`src/rtl/mipi_rx_pkg.sv`:
```
// Shared types and constants for the D-PHY HS receive data lane.
// The package has no build options. RX_SOT_ERR_TOL_EN is used by hs_sync_matcher and hs_rx_word_aligner.
package mipi_rx_pkg;

  typedef enum logic [1:0] {
    IDLE     = 2'd0,
    HUNT     = 2'd1,
    ACTIVE   = 2'd2,
    WAIT_EOT = 2'd3
  } rx_state_e;

  localparam logic [7:0] SYNC_WORD_DEFAULT = 8'hB8;
  localparam int         BYTE_W            = 8;
  localparam int         PAIRS_PER_BYTE    = 4;
  localparam int         HIST_W            = BYTE_W + 2;

  function automatic logic [3:0] bit_count(input logic [BYTE_W-1:0] v);
    logic [3:0] n;
    n = '0;
    for (int i = 0; i < BYTE_W; i++) n = n + {3'b000, v[i]};
    return n;
  endfunction

endpackage

```
`src/rtl/hs_sync_matcher.sv`:
```
// Combinational compare of the shifted history against the HS sync byte at both bit offsets.
// Build option RX_SOT_ERR_TOL_EN adds the near0/near1 (one-bit-error) outputs; otherwise they are tied low.
module hs_sync_matcher
  import mipi_rx_pkg::*;
(
  input  logic [HIST_W-1:0] hist_n,
  input  logic [BYTE_W-1:0] sync_word,
  output logic              exact0,
  output logic              exact1,
  output logic              near0,
  output logic              near1
);

  assign exact0 = (hist_n[9:2] == sync_word);
  assign exact1 = (hist_n[8:1] == sync_word);

`ifdef RX_SOT_ERR_TOL_EN
  assign near0 = (bit_count(hist_n[9:2] ^ sync_word) == 4'd1);
  assign near1 = (bit_count(hist_n[8:1] ^ sync_word) == 4'd1);
`else
  assign near0 = 1'b0;
  assign near1 = 1'b0;
`endif

endmodule

```
`src/rtl/hs_rx_word_aligner.sv`:
```
// HS word aligner: hunts the sync byte in the bit-pair stream, locks alignment, assembles LSB-first bytes.
// Build option RX_SOT_ERR_TOL_EN accepts a one-bit-error sync and reports it on ErrSotHS.
//
// state    | meaning
// IDLE     | no burst; history and counters clear
// HUNT     | shifting pairs, looking for sync at either offset
// ACTIVE   | locked; one byte every PAIRS_PER_BYTE enabled pairs
// WAIT_EOT | sync timed out; ignore data until deff_en drops
module hs_rx_word_aligner
  import mipi_rx_pkg::*;
#(
  parameter logic [7:0] SYNC_WORD    = SYNC_WORD_DEFAULT,
  parameter int         SYNC_TIMEOUT = 32
) (
  input  logic              RxDDRClkHS,
  input  logic              RxRst,
  input  logic              deff_en,
  input  logic              parallel_B1,
  input  logic              parallel_B2,
  output logic [BYTE_W-1:0] RxDataHS,
  output logic              RxValidHS,
  output logic              RxActiveHS,
  output logic              RxSyncHS,
  output logic              ErrSotHS,
  output logic              ErrSotSyncHS
);

  rx_state_e         state, state_n;
  logic [HIST_W-1:0] hist, hist_d, hist_shift;
  logic              align1, align1_d;
  logic [1:0]        pair_cnt, pair_cnt_d;
  logic [7:0]        timeout_cnt, timeout_d;
  logic [BYTE_W-1:0] data_d;
  logic              valid_d, sync_d, err_sync_d;
  logic              exact0, exact1, near0, near1, lock;

  assign hist_shift = {parallel_B2, parallel_B1, hist[9:2]};

  hs_sync_matcher u_matcher (
    .hist_n    (hist_shift),
    .sync_word (SYNC_WORD),
    .exact0    (exact0),
    .exact1    (exact1),
    .near0     (near0),
    .near1     (near1)
  );

  assign lock = exact0 | exact1 | near0 | near1;

  always_comb begin
    state_n    = state;
    hist_d     = hist;
    align1_d   = align1;
    pair_cnt_d = pair_cnt;
    timeout_d  = timeout_cnt;
    data_d     = RxDataHS;
    valid_d    = 1'b0;
    sync_d     = 1'b0;
    err_sync_d = 1'b0;
    case (state)
      IDLE, HUNT: begin
        if (!deff_en) begin
          state_n    = IDLE;
          hist_d     = '0;
          pair_cnt_d = '0;
          timeout_d  = '0;
        end else begin
          hist_d    = hist_shift;
          timeout_d = timeout_cnt + 8'd1;
          state_n   = HUNT;
          if (lock) begin
            state_n    = ACTIVE;
            // priority: exact0, exact1, near0, near1
            align1_d   = !exact0 && (exact1 || !near0);
            pair_cnt_d = '0;
            sync_d     = 1'b1;
          end else if (timeout_d == 8'(SYNC_TIMEOUT)) begin
            state_n    = WAIT_EOT;
            err_sync_d = 1'b1;
          end
        end
      end
      ACTIVE: begin
        if (!deff_en) begin
          state_n    = IDLE;
          hist_d     = '0;
          pair_cnt_d = '0;
          timeout_d  = '0;
        end else begin
          hist_d     = hist_shift;
          pair_cnt_d = pair_cnt + 2'd1;
          if (pair_cnt == 2'(PAIRS_PER_BYTE - 1)) begin
            data_d  = align1 ? hist_shift[8:1] : hist_shift[9:2];
            valid_d = 1'b1;
          end
        end
      end
      WAIT_EOT: begin
        if (!deff_en) begin
          state_n    = IDLE;
          hist_d     = '0;
          pair_cnt_d = '0;
          timeout_d  = '0;
        end
      end
      default: state_n = IDLE;
    endcase
  end

  always_ff @(posedge RxDDRClkHS or negedge RxRst) begin
    if (!RxRst) begin
      state        <= IDLE;
      hist         <= '0;
      align1       <= 1'b0;
      pair_cnt     <= '0;
      timeout_cnt  <= '0;
      RxDataHS     <= '0;
      RxValidHS    <= 1'b0;
      RxSyncHS     <= 1'b0;
      ErrSotSyncHS <= 1'b0;
    end else begin
      state        <= state_n;
      hist         <= hist_d;
      align1       <= align1_d;
      pair_cnt     <= pair_cnt_d;
      timeout_cnt  <= timeout_d;
      RxDataHS     <= data_d;
      RxValidHS    <= valid_d;
      RxSyncHS     <= sync_d;
      ErrSotSyncHS <= err_sync_d;
    end
  end

  assign RxActiveHS = (state == ACTIVE);

`ifdef RX_SOT_ERR_TOL_EN
  logic err_sot_q;
  always_ff @(posedge RxDDRClkHS or negedge RxRst) begin
    if (!RxRst) err_sot_q <= 1'b0;
    else        err_sot_q <= sync_d && !exact0 && !exact1;
  end
  assign ErrSotHS = err_sot_q;
`else
  assign ErrSotHS = 1'b0;
`endif

endmodule

```
`config.mk`:
```
export PLATFORM = sky130hd
export DESIGN_NAME = hs_rx_word_aligner
export DESIGN_NICKNAME = d
export VERILOG_FILES = /design/src/rtl/mipi_rx_pkg.sv /design/src/rtl/hs_sync_matcher.sv /design/src/rtl/hs_rx_word_aligner.sv
export SDC_FILE = /design/constraint.sdc
export NUM_CORES = 1
export LEC_CHECK = 0
export BUFFER_PORTS_ARGS = -buffer_cell sky130_fd_sc_hd__buf_4
export CAP_MARGIN = 20
export CORE_MARGIN = 2
export CORE_UTILIZATION = 40
export CTS_CLUSTER_DIAMETER = 100
export DETAILED_ROUTE_END_ITERATION = 10
export GPL_ROUTABILITY_DRIVEN = 0
export SLEW_MARGIN = 10
export SYNTH_ARGS = -nofsm -noshare
export SYNTH_HDL_FRONTEND = slang
export SYNTH_SLANG_ARGS = --single-unit
```
`constraint.sdc`:
```
create_clock -name RxDDRClkHS -period 4.51 [get_ports RxDDRClkHS]
set_clock_uncertainty 0.1 [all_clocks]
set_input_delay 0.6765 -clock RxDDRClkHS [delete_from_list [all_inputs] [get_ports RxDDRClkHS]]
set_output_delay 0.6765 -clock RxDDRClkHS [all_outputs]
set_load 0.05 [all_outputs]
```
==> results of run 1 <==
## power groups by stage
| stage | Combinational, µW | Clock [µW] | Sequential [µW] |
|---|---|---|---|
| floorplan | 28.8 | 0 | 299 |
| global placement | 40.3 | 0 | 302 |
| CTS | 41.2 | 222 | 297 |
| detailed placement | 41.0 | 0 | 302 |
| global route | 45.9 | 234 | 299 |
| finish | 40.3 | 213 | 297 |
## worst max-delay path, stage by stage, from the launching register on
cell and delay [ns]:
dfrtp_1 0.85, and2b_1 0.25, buf_4 0.21
## logic make-up (layout without fill, tap and decap cells)
logic type	count (synthesis)	after routing
AND/OR/NAND/NOR	63	63
flip-flops	31	31
AO/OA/AOI/OAI	30	30
multiplexers	11	11
buffers and inverters	11	26
XOR/XNOR	8	8
adder cells (fa/ha/maj)	3	3
other	1	1
## per-stage QoR
| step | util, % | power [µW] | hold WS, ns | cells |
|---|---|---|---|---|
| 6_report | 48.6 | 550 | 0.226 | 221 |
| 5_1_grt | 48.6 | 578 | 0.247 | 221 |
| 4_1_cts | 48.6 | 560 | 0.230 | 221 |
| 3_5_place_dp | 46.3 | 343 | 0.379 | 214 |
| 3_3_place_gp | 46.3 | 342 | 0.372 | 214 |
| 2_1_floorplan | - | 328 | 0.281 | 158 |
## final timing paths
check,from,end,slack (ns),depth (start not counted)
max,state[1],RxActiveHS,2.15,2
min,RxRst,RxDataHS[3],0.23,1
max reg2reg,state[1],RxDataHS[5],2.67,4
min reg2reg,RxDataHS[1],RxDataHS[1],0.39,2
max in group asynchronous,RxRst,pair_cnt[1],3.79,1
min in group RxDDRClkHS,RxDataHS[1],RxDataHS[1],0.39,2
## final cells by class
cell class                      count  area, µm²  share of cell area (%)
Sequential cell                    31        776                    42.9
Multi-Input combinational cell    116        752                    41.6
Timing Repair Buffer               16        120                    6.65
Clock buffer                        6       82.6                    4.57
Tap cell                           48       60.1                    3.32
Inverter                            3       11.3                   0.623
Clock inverter                      1       5.00                   0.277
## sequential cells by signal, indices dropped and copies added (netlist names)
| register | cells |
|---|---|
| timeout_cnt | 8 |
| hist | 7 |
| state | 2 |
| ErrSotSyncHS | 1 |
| RxDataHS | 8 |
| align1 | 1 |
| RxSyncHS | 1 |
| RxValidHS | 1 |
| pair_cnt | 2 |
## synthesized netlist by cell type
cell / number
and4bb_1: 2
mux2i_1: 10
ha_1: 3
or2_1: 1
o21a_1: 1
o22ai_1: 1
o41ai_2: 1
nand3_2: 1
or3_1: 1
nand3_1: 9
inv_1: 2
and3_1: 1
nor2b_1: 2
nor4_2: 2
nor3_1: 1
inv_2: 1
and2b_1: 1
nor2_1: 9
xnor2_1: 5
a21oi_1: 14
and4bb_2: 1
a31oi_1: 2
nor4_1: 1
nand2_1: 22
o21ai_1: 10
nor4b_2: 1
mux2_2: 1
buf_4: 1
nand3b_1: 5
o21ai_2: 1
nand4b_1: 1
xor2_1: 3
nand2b_1: 1
dfrtp_1: 31
conb_1: 1
clkbuf_1: 3
buf_2: 4
and2_1: 1
## metal layers
| metal | vias to the layer above | GRT usage [%] |
|---|---|---|
| met5 | - | 0 |
| met4 | 0 | 6.89 |
| met3 | 6 | 5.74 |
| met2 | 21 | 25.8 |
| met1 | 565 | 18.1 |
| li1 | 578 | - |
==> results.toml, run 1 <==
[sta]
setup_slack_ns = 2.15
timing.final.crit_share_pct = 52.4
setup_viol = 0
layout_min_cycle_time_ns = 2.36
drv_slew = 0
final.setup.tns_ns = 0
rsz0062_at_grt = "no"
max_slew_margin_pct = 48.3
timing.fmax_mhz = 423
hold_violations = 0
worst_slew_pin_slew_ns = 0.775

[place]
io_buffers = 16
dpl.hpwl_mm = 2.02
place_ws_ns = 2.47
postPlaceCellArea_um2 = 1720

[grt]
grt_pass1_wl_mm = 5.10
grt_overflow = 0
grt_pass1_vias = 1144
grt_max_degree = 32
grtUsageTotal_pct = 15.6
antenna_found_initial = 0

[setup_path]
critical_path_class = "flop to primary output"
cp.required_ns = 3.73
end_kind = "primary output"
crit_arrival_ns = 1.59
critPathLaunchType = "flop"
worstPathMaxFanout = 25

[route]
routed_wl_mm = 2.95
wl_met3_um = 118
drc = 0
first_pass_iters = 4
routed_via_density = 5.29
wl_met1_mm = 1.34
top_layer_used = "met4"
num_vias = 1170
drt-wirelength-per-cell_um = 13.3
drt-initial-drc-count = 92
antenna_violating_nets_post_route = 0
met2_length_mm = 1.44

[logic_synthesis]
yosysSeqAreaShare_pct = 49.2
synth_top_family_by_area = "simple AND/OR/NAND/NOR gates"
synth_mux_area_share_pct = 7.06
ys_seq_elements = 31
yosys.area_share.simple_pct = 22.7
synth_top_area_share_pct = 49.2
yosys_warnings = 0
synth-compound-area-share_pct = 10.9
syn_area_per_cell_um2 = 9.99
synthAdderAreaFrac_pct = 2.38
syn_area_um2 = 1580
synth_cell_type_count = 38
synth_top_cell_by_area = "dfrtp_1"
ys_top_cells_by_area = "dfrtp_1, mux2i_1, nand2_1, a21oi_1, o21ai_1"
synthCells = 158
synth_xor_area_share_pct = 4.44
syn_nets = 166

[clock_network]
cts_tree = "built"
cts_resized = 0
cts_hold_buf = 0
cts.clk_slew.worst_paths_ns = 0.06
cts_buffer_depth = 2
h-tree-depth = 2
cts-buffers-inserted = 5
cts.root.buffer_cell = "clkbuf_8"
postCtsSetupBuffers = 0
clk_latency_ns = 0.28
cts_sinks = 31

[run_status]
status = "complete, no violations"

[cells_and_area]
nets = 181
final_area_um2 = 1810
final_cell_mix = "dfrtp_1, nand2_1, buf_4, a21oi_1"
area_delta_synth_final_pct = 14.5
antenna_cells = 0
fillCellCount = 378
final_common_cell = "dfrtp_1"
layout-drive-gt1-share_pct = 18.5

[power_and_ir_drop]
p_seq_share_pct = 54.0
power_frac_comb_pct = 7.3
p_per_area_nw_per_um2 = 305
p_int_uw = 420
ir_worst_vdd_mv = 0.104
p_sw_share_pct = 23.6
clockPowerShare_pct = 38.7
p_sw_uw = 130
p_leak_uw = 0.000809

[floorplan]
dieWidth_um = 66.8
io_pins = 18
die_area_um2 = 4460
start_util_pct = 42.5
core-area_um2 = 3720
num_rows = 22
fp.dieH_um = 66.8

[run]
cap_violations = 0

[hold_path]
hold_path.class = "input port to asynchronous set/reset pin"
Note: power is estimated with default switching activity, not from simulation.
==> run 2: changes to the inputs <==
clock period = 2.27 ns   (was 4.51 ns; I/O delays follow)
==> run 2 against run 1 <==
Clock power increased by 120%. Register-to-register slack lost 2.2 ns. Sequential power is 99% higher. Critical path depth rose by 3. Cell area rose by 2.1%. Via count increased by 2.3%. Combinational power up 110%. Sequential share of layout area decreased by 0.87 points. Utilization up 1.0 points. Cell count up 1.8%. Flip-flop and latch count unchanged. Die area unchanged. Largest power group unchanged.
==> results.toml, run 2 (same netlist as run 1, synthesis figures left out) <==
[run_status]
status = "complete, no violations"

[route]
routed_wl_mm = 3.12
drc = 0
drt-initial-drc-count = 68
top_layer_used = "met4"
drt-wirelength-per-cell_um = 13.8
num_vias = 1197
wl_met1_mm = 1.44
met2_length_mm = 1.49
routed_via_density = 5.32
first_pass_iters = 4
antenna_violating_nets_post_route = 0
wl_met3_um = 128

[hold_path]
hold_path.class = "input port to flop"
holdPathStages = 3
min_to = "state[1]"
min_from = "deff_en"

[sta]
timing.final.crit_share_pct = 78.6
final.setup.tns_ns = 0
setup_viol = 0
hold_violations = 0
drv_slew = 0
timing.fmax_mhz = 560
rsz0062_at_grt = "no"
layout_min_cycle_time_ns = 1.78

[setup_path]
reg2regPathDepth = 5
slowest_delay_ns = 0.45
end_kind = "flop"
r2r_start = "timeout_cnt[0]"
critPathLaunchType = "flop"
crit_chain = "ha_1 > and3_1 > nor4b_2 > a31oi_1 > o41ai_2"
crit_arrival_ns = 1.87
cp.required_ns = 2.35
crit_start = "timeout_cnt[0]"
reg2reg_to = "state[1]"
worst-r2r-setup-slack_ns = 0.49
worstPathMaxFanout = 7
cp_slowest_cell = "dfrtp_1"
critical_path_class = "flop to flop"

[grt]
grtUsageTotal_pct = 16.2
grt_overflow = 0
grt_pass1_wl_mm = 5.44
grt_pass1_vias = 1168
antenna_found_initial = 0
grt_max_degree = 32

[cells_and_area]
reg.largest.list = "RxDataHS (8), timeout_cnt (8), hist (7)"
seqCellArea_um2 = 776
final_cell_mix = "dfrtp_1, nand2_1, buf_4, a21oi_1"
nets = 184
final_common_cell = "dfrtp_1"
antenna_cells = 0
area_delta_synth_final_pct = 16.9
layout-drive-gt1-share_pct = 19.2
fillCellCount = 364
final_area_um2 = 1840
multi_input_area_um2 = 752

[place]
postPlaceCellArea_um2 = 1730
dpl.hpwl_mm = 2.14
io_buffers = 16

[clock_network]
h-tree-depth = 2
postCtsSetupBuffers = 0
clk_latency_ns = 0.28
cts_sinks = 31
cts.clk_slew.worst_paths_ns = 0.06
cts_buffer_depth = 2
cts_tree = "built"
cts-buffers-inserted = 5
cts.root.buffer_cell = "clkbuf_8"

[floorplan]
core-area_um2 = 3720
start_util_pct = 42.5
die_area_um2 = 4460
num_rows = 22
io_pins = 18
dieWidth_um = 66.8
fp.dieH_um = 66.8

[run]
cap_violations = 0

[power_and_ir_drop]
power_frac_comb_pct = 7.4
p_per_area_nw_per_um2 = 622
ir_worst_vdd_mv = 0.274
p_seq_share_pct = 51.4
p_sw_share_pct = 23.6
clockPowerShare_pct = 41.2
p_sw_uw = 271
p_int_uw = 876
p_leak_uw = 0.000828
## run 2: timing repair
action,CTS,global route
endpoints found under the hold margin,31,0
hold buffers,1,0
endpoints found under the setup margin,0,0
gates resized for setup,0,0
## run 2: routing by layer
layer  vias to the layer above  track usage, %
met5                         -               0
met4                         0            7.65
met3                         6            4.73
met2                        24            26.5
met1                       584            19.5
li1                        583               -
## run 2: cell type report
type                       count  area share [%]
inverter                       3           0.611
timing repair buffer          19            7.87
tap                           48            3.26
clock buffer                   8            5.43
multi-input combinational    116            40.8
sequential                    31            42.1
## run 2: per-stage QoR
stage | hold slack [ns] | power (µW) | utilization, % | std cells | worst slack (ns)
finish | 0.215 | 1150 | 49.6 | 225 | 0.486
global route | 0.224 | 1200 | 49.6 | 225 | 0.419
CTS | 0.213 | 1160 | 49.6 | 225 | 0.500
detailed placement | 0.202 | 684 | 46.7 | 216 | 0.511
global placement | 0.195 | 681 | 46.7 | 216 | 0.579
floorplan | -0.0551 | 651 | - | 158 | 0.623
## run 2: how the worst max path moves through the flow
stage / cells past startpoint / to / slack (ns)
after floorplan: 5 / state[1] / 0.62
after global placement: 5 / state[1] / 0.58
after detailed placement: 5 / state[1] / 0.51
after CTS: 5 / state[1] / 0.50
after global routing: 5 / state[1] / 0.42
final: 5 / state[1] / 0.49
## run 2: power groups by stage
stage / sequential (µW) / clock [µW] / combinational, µW
after global routing: 593 / 509 / 96.0
after detailed placement: 600 / 0 / 84.5
after floorplan: 594 / 0 / 57.2
after CTS: 589 / 487 / 86.0
after global placement: 599 / 0 / 82.2
final: 590 / 473 / 84.4
## run 2: worst max-delay path, delay by kind of cell, from the launching register on
family / cells / cell delay (ns)
flip-flops: 1 / 0.45
adder cells (fa/ha/maj): 1 / 0.28
AO/OA/AOI/OAI: 2 / 0.39
AND/OR/NAND/NOR: 2 / 0.48
==> run 3: changes to the inputs <==
ABC_AREA = 1   (was default)
clock period = 1.5 ns   (was 2.27 ns; I/O delays follow)
==> run 3 against run 2 <==
First-iteration DRC count down 24%. Cell area up 0.61%. Hold slack worse by 0.10 ns. Synthesized cell count up 18%. Non-clock buffer count up 5. Clock-buffer cell count down 2. Critical path type is now flop to primary output. Largest power group unchanged.
==> results.toml, run 3 <==
[hold_path]
holdPathStages = 3
hold_path.class = "input port to flop"
min_from = "parallel_B2"

[logic_synthesis]
synth_top_area_share_pct = 52.1
syn_area_per_cell_um2 = 8.00
ys_seq_elements = 31
syn_area_um2 = 1490
synth_top_cell_by_area = "dfrtp_1"
yosys_warnings = 0
yosysSeqAreaShare_pct = 52.1
syn_nets = 194
synth_edf_count = 0
synth_cell_type_count = 21
synth-main-ff-cell = "dfrtp_1"
synthCells = 186
synthTopCellsByCount = "nand2_1, dfrtp_1, nor2_1"
ys_top_cells_by_area = "dfrtp_1, nand2_1, nor2_1, o21ai_0, inv_1"
synth_most_common_cell = "nand2_1"
synthArstFlopShare_pct = 100

[setup_path]
worstPathMaxFanout = 4
reg2regPathDepth = 7
r2r_start = "timeout_cnt[1]"
end_kind = "primary output"
critPathLaunchType = "flop"
cp.required_ns = 1.17
crit_arrival_ns = 1.12
critical_path_class = "flop to primary output"
crit_start = "state[0]"

[power_and_ir_drop]
ir_worst_vdd_mv = 0.492
p_leak_uw = 0.000915
p_per_area_nw_per_um2 = 997

[sta]
drv_slew = 0
final.setup.tns_ns = 0
timing.final.crit_share_pct = 96.3
layout_min_cycle_time_ns = 1.44
setup_viol = 0
timing.fmax_mhz = 693
whs_ns = 0.110
setup_slack_ns = 0.0561
hold_violations = 0

[floorplan]
start_util_pct = 41.3
die_area_um2 = 4230
dieWidth_um = 65.0
core-area_um2 = 3610
fp.dieH_um = 65.0
num_rows = 22
io_pins = 18

[route]
met2_length_mm = 1.39
drc = 0
wl_met1_mm = 1.51
num_vias = 1296
antenna_violating_nets_post_route = 0
top_layer_used = "met4"
wl_met3_um = 141
drt-initial-drc-count = 52
drt-wirelength-per-cell_um = 11.8
routed_via_density = 4.97
routed_wl_mm = 3.09
first_pass_iters = 4

[place]
dpl.hpwl_mm = 2.25
io_buffers = 16
postPlaceCellArea_um2 = 1710
place_ws_ns = 0.0920

[run_status]
status = "complete, no violations"

[clock_network]
cts_buffer_depth = 2
cts_sinks = 31
postCtsSetupBuffers = 0
cts.clk_slew.worst_paths_ns = 0.07
cts.root.buffer_cell = "clkbuf_8"
cts_tree = "built"
clk_latency_ns = 0.28
cts-buffers-inserted = 5
h-tree-depth = 2

[cells_and_area]
layout-drive-gt1-share_pct = 18.3
nets = 220
area_delta_synth_final_pct = 24.6
final_common_cell = "nand2_1"
final_area_um2 = 1860
fin_util_pct = 51.5
antenna_cells = 0
reg.largest.list = "RxDataHS (8), timeout_cnt (8), hist (7)"
final_cell_mix = "nand2_1, dfrtp_1, nor2_1, buf_4, inv_1"

[grt]
grt_overflow = 0
grtUsageTotal_pct = 16.5
antenna_found_initial = 0
grt_max_degree = 32
grt_pass1_wl_mm = 5.28
grt_pass1_vias = 1153

[run]
cap_violations = 0
==> run 3: logic make-up after synthesis <==
family	Yosys count	synth area share [%]
AOI/OAI and AO/OA	35	12.4
buffers and inverters	25	7.06
DFF	31	52.1
other	1	0.252
and+or+nand+nor	91	25.6
adders and majority gates	3	2.52
==> run 3: path summary, 6_finish.rpt <==
path	endpoint	slack [ns]
min in group asynchronous	hist[7]	0.32
max in group asynchronous	state[1]	0.68
worst max register to register	state[1]	0.11
worst min register to register	pair_cnt[1]	0.40
worst max-delay path	RxActiveHS	0.06
worst min-delay path	hist[9]	0.11
==> run 3: worst max-delay path: stages (launching register included) <==
cell and delay, ns:
dfrtp_1 0.48, nor2_4 0.18, buf_6 0.17
==> run 3: where the power goes <==
group / internal [µW] / switching (µW)
Combinational: 45.6 / 77.8
Clock: 537 / 310
Sequential: 854 / 26.3
==> run 3: cell type report <==
class                      instances  area [µm²]
clock inverter                     2        35.0
multi-input combinational        130         627
clock buffer                       6        82.6
inverter                          20        75.1
fill                             358        1750
timing repair buffer              24         199
sequential                        31         777
tap                               48        60.1
==> run 3: per-layer routing <==
metal | GRT usage [%] | up-vias
li1 | - | 655
met1 | 21.9 | 608
met2 | 25.4 | 27
met3 | 5.21 | 6
met4 | 5.99 | 0
met5 | 0 | -
==> run 3: stage by stage <==
stage	power, µW	std cells
final	1850	261
after global routing	1940	261
after CTS	1860	261
after detailed placement	1010	252
after global placement	1010	252
after floorplan	958	186
==> run 3: what timing repair did <==
item | 4_1_cts | 5_1_grt
gates resized for setup | 0 | 7
hold buffers | 1 | 0
endpoints found under the hold margin | 31 | 0
setup endpoints to repair | 0 | 5
